File: src/rtl/mem_access_unit_pkg.sv
// mem_access_unit_pkg: access size encodings shared with the control decoder, plus FSM states
package mem_access_unit_pkg;
   localparam logic [1:0] MEM_NONE = 2'b00;
   localparam logic [1:0] MEM_WORD = 2'b01;
   localparam logic [1:0] MEM_BYTE = 2'b10;
   localparam logic [1:0] MEM_HALF = 2'b11;
   typedef enum logic [1:0] {S_IDLE, S_REQ, S_DONE} state_t;
endpackage

File: src/rtl/mem_lane_align.sv
// mem_lane_align: byte enables, store lane replication and load extract/sign-extend
module mem_lane_align
   import mem_access_unit_pkg::*;
(
   input  logic [1:0]  size,
   input  logic [1:0]  lo,
   input  logic [31:0] wd,
   input  logic [31:0] rd,
   output logic [3:0]  be,
   output logic [31:0] wrep,
   output logic [31:0] ld
);
   logic [31:0] sh;
   logic [15:0] h;
   always_comb begin
      sh   = rd >> {lo, 3'b000};
      h    = lo[1] ? rd[31:16] : rd[15:0];
      be   = size == MEM_BYTE ? 4'b0001 << lo :
             size == MEM_HALF ? (lo[1] ? 4'b1100 : 4'b0011) :
             size == MEM_WORD ? 4'b1111 : 4'b0000;
      wrep = size == MEM_BYTE ? {4{wd[7:0]}} :
             size == MEM_HALF ? {2{wd[15:0]}} : wd;
      ld   = size == MEM_BYTE ? {{24{sh[7]}}, sh[7:0]} :
             size == MEM_HALF ? {{16{h[15]}}, h} : rd;
   end
endmodule

File: src/rtl/mem_access_unit.sv
// mem_access_unit: MEM-stage load/store sequencer with alignment checks and a single-word memory port
module mem_access_unit
   import mem_access_unit_pkg::*;
(
   input  logic        clk,
   input  logic        reset,
   input  logic        req_valid,
   input  logic [1:0]  mem_read,
   input  logic [1:0]  mem_write,
   input  logic [31:0] addr,
   input  logic [31:0] wdata,
   output logic        stall,
   output logic        done,
   output logic [31:0] rdata,
   output logic        err,
   output logic        dm_req,
   output logic        dm_we,
   output logic [31:0] dm_addr,
   output logic [3:0]  dm_be,
   output logic [31:0] dm_wdata,
   input  logic        dm_ack,
   input  logic [31:0] dm_rdata
);
   state_t      state;
   logic [1:0]  size, req_size;
   logic        store, one_op, both_op, aligned, accept;
   logic [31:0] a, wd, ld;
   always_comb begin
      req_size = mem_read | mem_write;
      one_op   = (mem_read != MEM_NONE) ^ (mem_write != MEM_NONE);
      both_op  = (mem_read != MEM_NONE) && (mem_write != MEM_NONE);
      aligned  = req_size == MEM_WORD ? addr[1:0] == 2'b00 :
                 req_size == MEM_HALF ? !addr[0] : 1'b1;
      accept   = !reset && req_valid && state == S_IDLE && one_op && aligned;
      err      = !reset && req_valid && state == S_IDLE && (both_op || (one_op && !aligned));
   end
   assign stall   = accept || state == S_REQ;
   assign done    = state == S_DONE;
   assign dm_req  = state == S_REQ;
   assign dm_we   = dm_req && store;
   assign dm_addr = {a[31:2], 2'b00};
   // Lane logic works from latched request fields so the memory port stays stable while waiting
   mem_lane_align u_align (
      .size (size),
      .lo   (a[1:0]),
      .wd   (wd),
      .rd   (dm_rdata),
      .be   (dm_be),
      .wrep (dm_wdata),
      .ld   (ld)
   );
   always_ff @(posedge clk) begin
      if (reset) begin
         state <= S_IDLE;
         size  <= MEM_NONE;
         store <= 1'b0;
         a     <= '0;
         wd    <= '0;
         rdata <= '0;
      end else begin
         case (state)
            S_IDLE: if (accept) begin
               state <= S_REQ;
               size  <= req_size;
               store <= mem_write != MEM_NONE;
               a     <= addr;
               wd    <= wdata;
            end
            S_REQ: if (dm_ack) begin
               state <= S_DONE;
               if (!store) rdata <= ld;
            end
            default: state <= S_IDLE;
         endcase
      end
   end
endmodule

File: config.mk
export PLATFORM = sky130hd
export DESIGN_NAME = mem_access_unit
export DESIGN_NICKNAME = d
export VERILOG_FILES = /design/src/rtl/mem_access_unit_pkg.sv /design/src/rtl/mem_lane_align.sv /design/src/rtl/mem_access_unit.sv
export SDC_FILE = /design/constraint.sdc
export NUM_CORES = 1
export LEC_CHECK = 0
export CORE_ASPECT_RATIO = 0.6
export CORE_MARGIN = 1
export CORE_UTILIZATION = 45
export CTS_BUF_LIST = sky130_fd_sc_hd__clkbuf_8
export DETAILED_ROUTE_END_ITERATION = 8
export GPL_ROUTABILITY_DRIVEN = 1
export PLACE_DENSITY = 0.81
export RECOVER_POWER = 50
export SYNTH_ARGS = -nofsm -noshare
export SYNTH_HDL_FRONTEND = slang
export SYNTH_SLANG_ARGS = --single-unit
File: constraint.sdc
create_clock -name clk -period 3.1 [get_ports clk]
set_clock_uncertainty 0.2 [all_clocks]
set_input_delay 0.775 -clock clk [delete_from_list [all_inputs] [get_ports clk]]
set_output_delay 0.775 -clock clk [all_outputs]
set_load 0.005 [all_outputs]
; Word-level counts from Yosys, hierarchy flattened
; Index checks and enable logic that the tools add are counted.
[word_totals]
latch_bits = 0
memories = 0
input_bits = 104
rom_bits = 0
ff_bits = 101
ram_bits = 0
output_inout_bits = 105
wordCells = 54
[classes]
n_eq_ne = 9
mul = 0
shift = 2
mux = 14
n_reduce_logical = 20
div_mod_pow = 0
magnitude_cmp = 0
add_sub_neg = 0
n_bitwise = 3
[ops]
columns = op, n
row1 = $mux W32, 4
row2 = $shr A32 B5 Y8, 1
row3 = $mux W16, 1
row4 = $mux W4, 4
row5 = $eq A2 B2 Y1 const B, 4
row6 = $logic_and A1 B1 Y1, 8
row7 = $eq A2 B1 Y1 const B, 3
row8 = $logic_not A2 Y1, 2
row9 = $mux W2, 2
row10 = $pmux W2 S2, 1
row11 = $reduce_and A2 Y1, 2
row12 = $reduce_bool A2 Y1, 2
row13 = $shl A1 B2 Y4 const A, 1
row14 = $logic_not A1 Y1, 3
row15 = $reduce_and A3 Y1, 1
row16 = $logic_or A1 B1 Y1, 2
row17 = $mux W1, 2
row18 = $ne A2 B1 Y1 const B, 1
row19 = $ne A2 B2 Y1 const B, 1
row20 = $or A2 B2 Y2, 1
row21 = $not A1 Y1, 1
row22 = $xor A1 B1 Y1, 1

; Longest topological paths before layout
[logic_depth]
depth_word = 8
ltp_mapped = 8

; Hierarchy
; A second synthesis with hierarchy kept.
[hier_totals]
hier_cells = 604
area_unflattened_um2 = 5303.8
[modules_own_cells]
columns = module, instances, seq_area_each_um2, area_per_inst_um2, cells_per_inst
row1 = mem_access_unit, 1, 2021.9, 4134.0, 412
row2 = mem_lane_align, 1, 0.0, 1169.9, 192

; Least setup slack after synthesis
; No wires, ideal clock.
[synth_path]
kind = input -> output
from = in mem_read[0]
to = out stall
arrival_time_ps = 2011
path_stages = 8
slack_ps = 114
n_path_buf = 3
cell_sequence = or2_2 > ha_1 > and2_1 > buf_2 > buf_6 > buf_6 > nand2_1 > nand2_1
[synth_between]
elab_chain_cells = 6
elab_cells_between_ends = 10
cone_classes = eq/ne (2) / mux (2) / bitwise (2) / reduce/logical (4)
[synth_lines]
columns = element, line
row1 = "start, declared", mem_access_unit.sv:8  ; input logic [1:0] mem_read,
row2 = $or A2 B2 Y2, mem_access_unit.sv:29  ; req_size = mem_read | mem_write;
row3 = $eq A2 B2 Y1, mem_access_unit.sv:33  ; req_size == MEM_HALF ? !addr[0] : 1'b1;
row4 = $mux W1, mem_access_unit.sv:33
row5 = $mux W1, mem_access_unit.sv:32  ; aligned = req_size == MEM_WORD ? addr[1:0] == 2'b00 :
row6 = $logic_and A1 B1 Y1 *, mem_access_unit.sv:34  ; accept = !reset && req_valid && state == S_IDLE && one_op && aligned;
row7 = $logic_or A1 B1 Y1 *, mem_access_unit.sv:37  ; assign stall = accept || state == S_REQ;
row8 = "end, declared", mem_access_unit.sv:12  ; output logic stall,
; Every way passes the cells marked *; elsewhere a longest branch is shown, timed or not.

; Final worst setup path
[layout_path]
from = reg size[0]
to = out dm_wdata[25]
[layout_between]
elab_chain_cells = 3
elab_cells_between_ends = 4
cone_classes = eq/ne (2) / mux (2)
[layout_lines]
columns = element, line
row1 = "start, declared", mem_access_unit.sv:25  ; logic [1:0] size, req_size;
row2 = "start signal, assigned", mem_access_unit.sv:64  ; size <= req_size;
row3 = $eq A2 B2 Y1, mem_lane_align.sv:22  ; size == MEM_HALF ? {2{wd[15:0]}} : wd;
row4 = $mux W32, mem_lane_align.sv:22
row5 = $mux W32 *, mem_lane_align.sv:21  ; wrep = size == MEM_BYTE ? {4{wd[7:0]}} :
row6 = "end, declared", mem_access_unit.sv:20  ; output logic [31:0] dm_wdata,
; Marks and branches as above.

==> results.ini <==
[grt]
grt_util_all_layers=0.275
antenna_found_initial=0
grt_max_degree=76
gr-total-overflow=0
grt_pass1_wl_um=26000
grt_pass1_vias=5039

[clock_tree]
cts_tree=yes
clk_pin_slew_ns=0.10
cts-root-buf=clkbuf_8
htree_levels=3
clk_latency_ns=0.36
clock_path_buffers=2
post-cts-setup-buffers=0
cts_sinks=101
cts_buffers=9

[layout]
antennaDiodeCount=0
utilization=0.669
final_nets=883
area_growth_pct=40.6
drive_gt1_frac=0.0958

[sta]
worst_pin_slew_ns=1.51
slew-limit-headroom=-0.00951
max_freq_mhz=337
rsz0062_at_grt=false
holdWs_ns=0.270
drv_slew=76
min_period_over_period=0.956
final-setup-viol-count=0
hold_violations=0
period_needed_ns=2.97
setup-tns-final_ns=0

[logic_synthesis]
synthTopCellsByCount=a21oi_1 (103), dfxtp_1 (101), o21ai_0 (99)
synth.top_cell.area_share=0.390
synth-seq-cells=101
async_flop_share=0
synth_area_um2=5180
synth_area_per_cell_um2=8.13
ys_dominant_reg_cell=dfxtp_1
ys_warn_count=0
synth.most_common_cell=a21oi_1
yosys.area.top_type=dfxtp_1
synth_top_cells_by_area=dfxtp_1 (39%), a21oi_1 (9.9%), o21ai_0 (9.6%)
synth-edff-count=0
synth_seq_area_share=0.390
synth.distinct_cells=45
syn_inst=637

[critical_path]
path_delay_family=buffers and inverters
startpoint_type=register
worstPathMaxFanout=33
critPathArrivalTime_ns=1.99
cp.required_ns=2.12
cp_num_buf_inv=2
endpoint_kind=primary output
cp_slowest_stage_delay_ns=0.55
critPathKind=register to primary output
crit_path_cell_trace=buf_4 > mux2i_1 > a21oi_1 > clkdlybuf4s50_1
cpMaxStageDelayCell=clkdlybuf4s50_1

[power]
p_leak_nw=2.82
switchingPower_w=0.000716
pwr-share-clk=0.333
p_sw_frac=0.264
power_density_nw_per_um2=373
pwr-share-comb=0.173
p_int_w=0.00200
ir_worst_vdd_mv=0.211
power_w=0.00272
pwr-share-seq=0.494

[floorplanning]
die_y_um=85.1
initial_core_util=0.476
die_x_um=141
rows=29
core_area_um2=10900
dieArea_um2=12000
io_pins=209

[outcome]
violations=capacitance limit, slew limit
status=finished with violations

[routing]
drt-total-wl_um=16500
route.detailed.drc=0
firstDrtPassIters=5
drt_iter0_markers=446
final_antenna_net_count=0
via_per_inst=5.79
wl_per_cell_um=17.9
vias=5340

[worst_hold_path]
min-delay-path-class=register to register

[placement]
io_buffers=206
post-dp-hpwl_um=11600
finalWeightedCongestion=0.902

[flow_run]
timing.max_cap.violations=1

## power groups by stage
stage,logic (W),clock network [W],registers (W)
5_1_grt,0.000505,0.000971,0.00135
6_report,0.000470,0.000904,0.00134
2_1_floorplan,0.000212,0,0.00137
4_1_cts,0.000473,0.000930,0.00134
3_3_place_gp,0.000462,0,0.00137
3_5_place_dp,0.000469,0,0.00137
## cells by family after synthesis
kind of cell | share of synthesized area
compound gates | 0.254
mux | 0.0589
flops | 0.390
other cells | 0.000724
simple gates | 0.176
buf+inv | 0.118
fa+ha+maj | 0.00241
## worst register-to-register path, stage by stage (launching register included)
cell,delay [ns]
dfxtp_2,0.36
buf_4,0.32
buf_4,0.35
nand3b_1,0.31
a211o_1,0.33
o2111ai_1,0.14
a21oi_1,0.10
## through the flow
step / setup WS, ns / area, um2 / std cells
after floorplan: 0.114 / 5180 / 638
after global placement: -0.507 / 7060 / 906
after detailed placement: -0.515 / 7060 / 906
after CTS: 0.00180 / 7280 / 922
after global routing: 0.0119 / 7280 / 922
final: 0.135 / 7280 / 922
## final timing paths
check,start,to,slack [ns],depth (start not counted)
worst min register to register,rdata[0]$_SDFFE_PP0P_,rdata[0]$_SDFFE_PP0P_,0.27,2
worst min-delay path,rdata[0]$_SDFFE_PP0P_,rdata[0]$_SDFFE_PP0P_,0.27,2
worst max register to register,size[1]$_SDFFE_PP0P_,rdata[4]$_SDFFE_PP0P_,0.82,6
worst max-delay path,size[0]$_SDFFE_PP0P_,dm_wdata[25],0.13,4
## cell usage in the layout (no fill, tap or decap), drive strengths merged, types with 2 or more instances in the layout
cell type      count
a211o              6
a211oi             2
a21oi            104
a31oi              8
and2               2
and3               8
and3b              5
buf               25
clkbuf            13
clkdlybuf4s50    130
conb               2
dfxtp            101
dlygate4sd2        2
dlygate4sd3       69
dlymetal6s2s       2
inv                9
mux2              16
mux2i              8
mux4               2
nand2             10
nand2b            26
nand3             67
nand3b             2
nor2              14
nor2b             10
nor3b              7
nor4               6
nor4b              2
o2111ai            6
o21ai             99
o22ai              2
o31ai              6
o41ai              2
or2                2
## flip-flops by register name (all words and copies together), names as in the netlist
register and cells:
a 32, rdata 32, wd 32, size 2
state 2, store 1
## cell type report
type                            instances  area [um2]
Timing Repair Buffer                  230        2250
Tap cell                              139         174
Clock inverter                          5        65.1
Multi-Input combinational cell        430        2600
Sequential cell                       101        2020
Clock buffer                           11         151
Inverter                                6        22.5
Fill cell                             887        3600
## timing repair
item | 4_1_cts | 5_1_grt
cloned | 0 | 0
hold buffers | 0 | 0
gates resized for setup | 13 | 3
pin swaps | 2 | 1
endpoints found under the setup margin | 2 | 9
## metal layers
metal	vias up	track usage	wire, um
li1	2522	-	-
met4	0	0.0860	307
met2	267	0.424	7250
met1	2523	0.378	7510
met3	28	0.0705	1460
met5	-	0	0
Note: power is estimated with default switching activity, not from simulation.
